===== src/rtl/pll_rst_pkg.sv =====
// Shared definitions for the PLL reset sequencer: state encoding and
// the sizing helper for its shared cycle counter.
package pll_rst_pkg;

    typedef enum logic [2:0] {
        ST_WAIT_LOCK = 3'd0,
        ST_STABLE    = 3'd1,
        ST_REL_CORE  = 3'd2,
        ST_RUN       = 3'd3,
        ST_LOST      = 3'd4
    } pll_rst_state_e;

    // One spare bit above the largest terminal count so the counter can never wrap.
    function automatic int cnt_width(input int a, input int b, input int c);
        int m;
        m = a;
        if (b > m) begin
            m = b;
        end else begin
            m = m;
        end
        if (c > m) begin
            m = c;
        end else begin
            m = m;
        end
        return $clog2(m) + 1;
    endfunction

endpackage


===== src/rtl/sync_2ff.sv =====
// Generic two-flop synchroniser for lock indications and other async inputs.
module sync_2ff #(
    parameter int WIDTH = 1
) (
    input  logic             clock_in,
    input  logic             rst_in,
    input  logic [WIDTH-1:0] d,
    output logic [WIDTH-1:0] q
);

    logic [WIDTH-1:0] meta_r;
    logic [WIDTH-1:0] sync_r;

    // Two back-to-back flops; both cleared by the synchronous reset.
    always_ff @(posedge clock_in) begin
        if (rst_in) begin
            meta_r <= '0;
            sync_r <= '0;
        end else begin
            meta_r <= d;
            sync_r <= meta_r;
        end
    end

    assign q = sync_r;

endmodule


===== src/rtl/pll_reset_sequencer.sv =====
// Qualifies PLL lock, releases core then peripheral resets, and on lock loss
// or forced restart re-asserts them while pulsing the PLL lock-steady reset.
module pll_reset_sequencer
    import pll_rst_pkg::*;
#(
    parameter int STABLE_CYCLES   = 4800,
    parameter int STAGE_GAP       = 16,
    parameter int STDY_RST_CYCLES = 4,
    parameter int LOSS_CNT_W      = 8
) (
    input  logic                  clock_in,
    input  logic                  rst_in,
    input  logic                  locked_in,
    input  logic                  force_rst_in,
    output logic                  rst_core_out,
    output logic                  rst_periph_out,
    output logic                  ready_out,
    output logic                  lock_stdy_rst_out,
    output logic [LOSS_CNT_W-1:0] loss_count_out
);

    localparam int CNT_W = cnt_width(STABLE_CYCLES, STAGE_GAP, STDY_RST_CYCLES);
    // The WAIT_LOCK exit edge is the first qualifying cycle, so STABLE stops one short.
    localparam int STABLE_LAST_I = (STABLE_CYCLES > 1) ? (STABLE_CYCLES - 2) : 0;
    localparam logic [CNT_W-1:0] STABLE_LAST = CNT_W'(STABLE_LAST_I);
    localparam logic [CNT_W-1:0] GAP_LAST    = CNT_W'(STAGE_GAP - 1);
    localparam logic [CNT_W-1:0] STDY_LAST   = CNT_W'(STDY_RST_CYCLES - 1);
    localparam logic [LOSS_CNT_W-1:0] LOSS_MAX = '1;

    pll_rst_state_e        state_r;
    logic [CNT_W-1:0]      cnt_r;
    logic                  rst_core_r;
    logic                  rst_periph_r;
    logic                  ready_r;
    logic                  stdy_rst_r;
    logic [LOSS_CNT_W-1:0] loss_cnt_r;

    logic locked_s;
    logic active_s;
    logic loss_s;
    logic abort_s;

    sync_2ff #(.WIDTH(1)) u_lock_sync (
        .clock_in (clock_in),
        .rst_in   (rst_in),
        .d        (locked_in),
        .q        (locked_s)
    );

    // Abort conditions: a counted lock loss once released, or a forced restart.
    always_comb begin
        active_s = 1'b0;
        loss_s   = 1'b0;
        abort_s  = 1'b0;
        if ((state_r == ST_REL_CORE) || (state_r == ST_RUN)) begin
            active_s = 1'b1;
        end else begin
            active_s = 1'b0;
        end
        loss_s  = active_s && !locked_s;
        abort_s = loss_s || (force_rst_in && (active_s || (state_r == ST_STABLE)));
    end

    // Sequencer FSM with registered outputs; reset beats abort beats progression.
    always_ff @(posedge clock_in) begin
        if (rst_in) begin
            state_r      <= ST_WAIT_LOCK;
            cnt_r        <= '0;
            rst_core_r   <= 1'b1;
            rst_periph_r <= 1'b1;
            ready_r      <= 1'b0;
            stdy_rst_r   <= 1'b0;
            loss_cnt_r   <= '0;
        end else if (abort_s) begin
            state_r      <= ST_LOST;
            cnt_r        <= '0;
            rst_core_r   <= 1'b1;
            rst_periph_r <= 1'b1;
            ready_r      <= 1'b0;
            stdy_rst_r   <= 1'b1;
            if (loss_s && (loss_cnt_r != LOSS_MAX)) begin
                loss_cnt_r <= loss_cnt_r + LOSS_CNT_W'(1);
            end else begin
                loss_cnt_r <= loss_cnt_r;
            end
        end else begin
            case (state_r)
                ST_WAIT_LOCK: begin
                    cnt_r <= '0;
                    if (locked_s && !force_rst_in) begin
                        if (STABLE_CYCLES == 1) begin
                            state_r    <= ST_REL_CORE;
                            rst_core_r <= 1'b0;
                        end else begin
                            state_r <= ST_STABLE;
                        end
                    end else begin
                        state_r <= ST_WAIT_LOCK;
                    end
                end
                ST_STABLE: begin
                    if (!locked_s) begin
                        state_r <= ST_WAIT_LOCK;
                        cnt_r   <= '0;
                    end else if (cnt_r == STABLE_LAST) begin
                        state_r    <= ST_REL_CORE;
                        cnt_r      <= '0;
                        rst_core_r <= 1'b0;
                    end else begin
                        cnt_r <= cnt_r + CNT_W'(1);
                    end
                end
                ST_REL_CORE: begin
                    if (cnt_r == GAP_LAST) begin
                        state_r      <= ST_RUN;
                        cnt_r        <= '0;
                        rst_periph_r <= 1'b0;
                        ready_r      <= 1'b1;
                    end else begin
                        cnt_r <= cnt_r + CNT_W'(1);
                    end
                end
                ST_RUN: begin
                    state_r <= ST_RUN;
                end
                ST_LOST: begin
                    if (cnt_r == STDY_LAST) begin
                        state_r    <= ST_WAIT_LOCK;
                        cnt_r      <= '0;
                        stdy_rst_r <= 1'b0;
                    end else begin
                        cnt_r <= cnt_r + CNT_W'(1);
                    end
                end
                default: begin
                    state_r      <= ST_WAIT_LOCK;
                    cnt_r        <= '0;
                    rst_core_r   <= 1'b1;
                    rst_periph_r <= 1'b1;
                    ready_r      <= 1'b0;
                    stdy_rst_r   <= 1'b0;
                end
            endcase
        end
    end

    assign rst_core_out      = rst_core_r;
    assign rst_periph_out    = rst_periph_r;
    assign ready_out         = ready_r;
    assign lock_stdy_rst_out = stdy_rst_r;
    assign loss_count_out    = loss_cnt_r;

endmodule

===== config.mk =====
export PLATFORM = sky130hd
export DESIGN_NAME = pll_reset_sequencer
export DESIGN_NICKNAME = d
export VERILOG_FILES = /design/src/rtl/pll_rst_pkg.sv /design/src/rtl/sync_2ff.sv /design/src/rtl/pll_reset_sequencer.sv
export SDC_FILE = /design/constraint.sdc
export NUM_CORES = 1
export LEC_CHECK = 0
export ABC_CLOCK_PERIOD_IN_PS = 2500
export CAP_MARGIN = 20
export CORE_MARGIN = 2
export CORE_UTILIZATION = 25
export DETAILED_ROUTE_END_ITERATION = 8
export HOLD_SLACK_MARGIN = 0.1
export PLACE_DENSITY = 0.45
export SETUP_SLACK_MARGIN = 0.3
export SYNTH_ARGS = -nofsm -noshare
export SYNTH_HDL_FRONTEND = slang
export SYNTH_SLANG_ARGS = --single-unit

===== constraint.sdc =====
create_clock -name clock_in -period 2.5 [get_ports clock_in]
set_input_delay 0.25 -clock clock_in [delete_from_list [all_inputs] [get_ports clock_in]]
set_output_delay 0.25 -clock clock_in [all_outputs]
set_load 0.03 [all_outputs]

Yosys cells after proc, flatten, opt, wreduce, memory -nomap -nowiden
Cells that the tools add are included.
Operators by class
  add/subtract/negate cells: 2
  equality and inequality tests: 17
  mux-type cells: 23
  bitwise operators: 2
  reductions and logical operators: 20
Operator list (number)
  14-bit two-way mux: 4
  14-bit case mux with 4 select lines: 1
  3-bit two-way mux: 5
  3-bit case mux with 5 select lines: 1
  14-bit by 1-bit adder with 14-bit output (second input constant): 1
  14-bit by 13-bit == test with 1-bit output (second input constant): 1
  14-bit by 2-bit == test with 1-bit output (second input constant): 1
  14-bit by 4-bit == test with 1-bit output (second input constant): 1
  4-bit OR reduction: 3
  3-bit AND reduction: 3
  8-bit by 1-bit adder with 8-bit output (second input constant): 1
  1-bit two-way mux: 8
  2-bit by 1-bit inequality test with 1-bit output (second input constant): 4
  8-bit inequality test (second input constant): 1
  1-bit case mux with 2 select lines: 4
  3-bit by 2-bit == test with 1-bit output (second input constant): 2
  3-bit inequality test (second input constant): 2
  2-bit AND reduction: 3
  1-bit logical AND: 4
  4-bit inequality test (second input constant): 1
  3-bit by 1-bit == test with 1-bit output (second input constant): 1
  3-bit == test (second input constant): 1
  3-bit zero test: 1
  1-bit logical OR: 3
  5 further kinds: 7
Word-level totals
  bits in registers: 31
  input port bits: 4
  output and inout bits: 12
  logic and storage cells: 74

Logic depth before layout (Yosys ltp)
  depth after elaboration: 8
  depth in mapped cells: 8
  gate-level depth less buffers: 7

Modules after synthesis
From an unflattened synthesis, not the netlist that was laid out.
Second synthesis, totals
  cell total of the unflattened synthesis: 189
  area total of the unflattened synthesis: 1611.5 µm²
Modules (own cells, without submodules)
  pll_reset_sequencer: times used 1, cells each 185, area an instance 1559.0 µm², sequential area each 580.6 µm²
  sync_2ff: times used 1, cells each 4, area an instance 52.6 µm², sequential area each 40.0 µm²

Least setup slack after synthesis
No wires, ideal clock.
  kind: register to register
  from: register cnt_r[10]
  to: register cnt_r[6]
  setup time: 115 ps
  arrival: 1647 ps
  required time: 2385 ps
  setup slack: 738 ps
  stages on the path, launching flop included: 7
  buffers on the path: 1
  clock period less this slack: 1762 ps
  path through: dfxtp_1 nor4_4 nand4_2 o311a_4 o31ai_2 buf_6 nor2_2
Between the ends
  longest elaborated chain between the ends: 4
  elaborated cells on any way between the ends: 8
  classes of those cells: 3 x eq/ne; 5 x mux
Ends and longest elaborated chain
  from (decl): line pll_reset_sequencer.sv:31  | logic [CNT_W-1:0] cnt_r;
  from (signal assigned): line pll_reset_sequencer.sv:110  | cnt_r <= cnt_r + CNT_W'(1);
  from (signal assigned): line pll_reset_sequencer.sv:120  | cnt_r <= cnt_r + CNT_W'(1);
  from (signal assigned): line pll_reset_sequencer.sv:132  | cnt_r <= cnt_r + CNT_W'(1);
  14-bit by 13-bit == test with 1-bit output: line pll_reset_sequencer.sv:105  | end else if (cnt_r == STABLE_LAST) begin
  14-bit two-way mux: line pll_reset_sequencer.sv:105
  14-bit two-way mux: line pll_reset_sequencer.sv:102  | if (!locked_s) begin
  14-bit case mux with 4 select lines *: line pll_reset_sequencer.sv:87  | case (state_r)
Every way passes the cells marked *; elsewhere a longest branch is shown, timed or not.
A chain may end at the register's enable or synchronous reset.

Final worst setup path
  from: register cnt_r[10]
  to: register cnt_r[8]
The elaborated chain is that of the path after synthesis.

==> results.json <==
{
  "cp_slowest_stage_delay_ns": 0.37,
  "cp.required_ns": 2.68,
  "drtIter0Drc": 70,
  "max_cap_violations": 0,
  "path_cells": "nor4_4 -> nand4_2 -> o311a_4 -> o31ai_2 -> buf_4 -> nor2_2",
  "yosysTopAreaCell": "dfxtp_1",
  "critPathSlowestCell": "nor4_4",
  "status": "completed",
  "grt_pass1_wl_um": 5968,
  "crit_family": "simple AND/OR/NAND/NOR gates",
  "nNetsFinal": 205,
  "power.total_w": 0.0009475,
  "wl_um": 3519,
  "num_antenna_cells": 0,
  "final_core_util": 0.3046,
  "die_h_um": 84.45,
  "setup-tns-final_ns": 0,
  "seqCellArea_um2": 620.6,
  "synth_area_um2": 1618,
  "clk_latency_ns": 0.29,
  "synth-seq-area-share": 0.3836,
  "dpl_worst_slack_ns": 0.5829,
  "finalSetupViolCount": 0,
  "die_area_um2": 7131,
  "vias": 1325,
  "yosys_most_used_dff": "dfxtp_1",
  "synth-async-reset-ratio": 0,
  "cts_hold_buffers": 0,
  "skew_ns": 0.007518,
  "p_int_w": 0.0007100,
  "grt_max_degree": 15,
  "start_util": 0.2562,
  "fillers": 695,
  "hold_viol": 0,
  "yosysUniqueCellTypes": 43,
  "firstDrtPassIters": 4,
  "p_seq_frac": 0.534,
  "syn_area_per_cell_um2": 9.038,
  "ios": 16,
  "wire_per_inst_um": 12.75,
  "detail-route-antenna-nets": 0,
  "path_class": "flop to flop",
  "htree_num_levels": 2,
  "clock_path_buffers": 2,
  "cts_tree": "yes",
  "cts_setup_buffers": 0,
  "grt_overflow": 0,
  "clk_pin_slew_worst_paths_ns": 0.08,
  "drive_above_1_share": 0.1508,
  "num_rows": 29,
  "synth_top_area_share": 0.3836,
  "syn2layout_area_growth_pct": 18.87,
  "combPwrFrac": 0.043,
  "clockRootBuffer": "clkbuf_8",
  "worst_slack_ns": 0.5764,
  "crit_arrival_ns": 2.10,
  "p_leak_nw": 0.6384,
  "layout_common_cells": "dfxtp_1 (31), nor2_1 (15), clkdlybuf4s50_1 (15)",
  "rsz0062_at_grt": "no",
  "cts_made_buffers": 5,
  "drc": 0,
  "final_common_cell": "dfxtp_1",
  "ir_drop_v": 0.0002141,
  "swShare": 0.2506,
  "coreArea_um2": 6314,
  "end_kind": "flop",
  "clock_sinks": 31,
  "syn_nets": 186,
  "synth-seq-cells": 31,
  "die_w_um": 84.45,
  "synth-edff-count": 0,
  "synthTopCellsByArea": "dfxtp_1 (38%), xor2_1 (6.0%), nor2_2 (3.9%), a21oi_1 (3.7%), nor2_1 (3.5%)",
  "hp-class": "flop to flop",
  "tightestPinTransition_ns": 0.6694,
  "gp_congestion": 0.6921,
  "grt_use_total": 0.1051,
  "synthCells": 179,
  "r2r_setup_slack_ns": 0.58,
  "p_switching_w": 0.0002375,
  "fin_crit_ns": 1.924,
  "path_buf_inv": 1,
  "cp-start-kind": "flop",
  "drv_slew": 0,
  "multi_input_comb_area_um2": 922.1,
  "max_freq_mhz": 519.9,
  "p_clk_frac": 0.422,
  "hpwl_um": 2451,
  "ctsResizeCount": 0,
  "via_per_inst": 4.801,
  "synth_warnings": 0,
  "slew_headroom": 0.5507,
  "min_period_over_period": 0.7695,
  "antenna_found_initial": 0,
  "critPathMaxFanout": 11,
  "cellPowerDensity_nw_per_um2": 492.7,
  "portBuffers": 15,
  "grt_pass1_vias": 1247
}
==> kinds of logic (layout without fill, tap and decap cells) <==
logic type / after synthesis / count (layout) / share of synthesized area
mux: 1 / 1 / 0.006187
compound gates: 32 / 32 / 0.1377
xor+xnor: 16 / 16 / 0.08662
flops: 31 / 31 / 0.3836
buf+inv: 12 / 32 / 0.04640
fa+ha+maj: 3 / 3 / 0.02320
simple gates: 84 / 84 / 0.3163
==> cell type report <==
cell class                      count  share of cell area
Clock buffer                        5             0.03578
Tap cell                           77             0.05010
Timing Repair Buffer               18             0.08979
Multi-Input combinational cell    136              0.4795
Sequential cell                    31              0.3227
Clock inverter                      3             0.01041
Inverter                            6             0.01171
==> cell usage after synthesis, types with 2 or more instances <==
library cell  count
and2_2            2
nor2_2           10
buf_6             4
and4_1            4
a31oi_1           2
xnor2_1           5
nand2_1          10
nor2b_1           3
a21oi_1          12
and3_1            4
inv_1             6
xor2_1           11
nor3_1            3
o21ai_0           6
o21a_1            2
ha_1              3
nor2_1           15
dfxtp_1          31
o21ai_1           2
nor4_4            2
nand3_1           8
nand4_1           7
clkbuf_1          2
nand2b_1          2
nand3b_1          2
or3_1             4
==> worst reg2reg max path, delay by kind of cell, from the launching register on <==
family | cells | cell delay, ns
AO/OA/AOI/OAI | 2 | 0.60
flip-flops | 1 | 0.35
buffers and inverters | 1 | 0.25
AND/OR/NAND/NOR | 3 | 0.61
==> routing by layer <==
metal | global-route usage | share of wire | up-vias
met5 | 0 | 0 | -
met4 | 0.03463 | 0.0085 | 0
met3 | 0.03835 | 0.046 | 4
met2 | 0.1623 | 0.47 | 29
met1 | 0.1366 | 0.48 | 618
li1 | - | - | 674
==> power groups by stage <==
stage / combinational (W) / sequential, W / clock (W)
final: 0.0000411 / 0.000506 / 0.000400
after floorplan: 0.0000285 / 0.000514 / 0
after global placement: 0.0000415 / 0.000518 / 0
after global routing: 0.0000452 / 0.000507 / 0.000441
after CTS: 0.0000416 / 0.000506 / 0.000418
after detailed placement: 0.0000412 / 0.000518 / 0
==> through the flow <==
stage          hold WS (ns)  instances  cell area [um^2]
6_report             0.4381        276              1923
5_1_grt              0.4535        276              1923
4_1_cts              0.4422        276              1923
3_5_place_dp         0.4231        268              1834
3_3_place_gp         0.4241        268              1834
2_1_floorplan        0.3216        179              1618
==> worst paths after layout <==
| check | from | endpoint | depth (start not counted) |
|---|---|---|---|
| worst min register to register | u_lock_sync.meta_r | u_lock_sync.q | 1 |
| worst min-delay path | u_lock_sync.meta_r | u_lock_sync.q | 1 |
| worst max-delay path | cnt_r[10] | cnt_r[8] | 6 |
| worst max register to register | cnt_r[10] | cnt_r[8] | 6 |
==> registers in the layout, indices dropped and copies added (netlist names) <==
signal	cells
cnt_r	14
lock_stdy_rst_out	1
loss_count_out	8
ready_out	1
rst_core_out	1
rst_periph_out	1
state_r	3
u_lock_sync.meta_r	1
u_lock_sync.q	1
No activity file was read; power rests on OpenSTA's default activity.
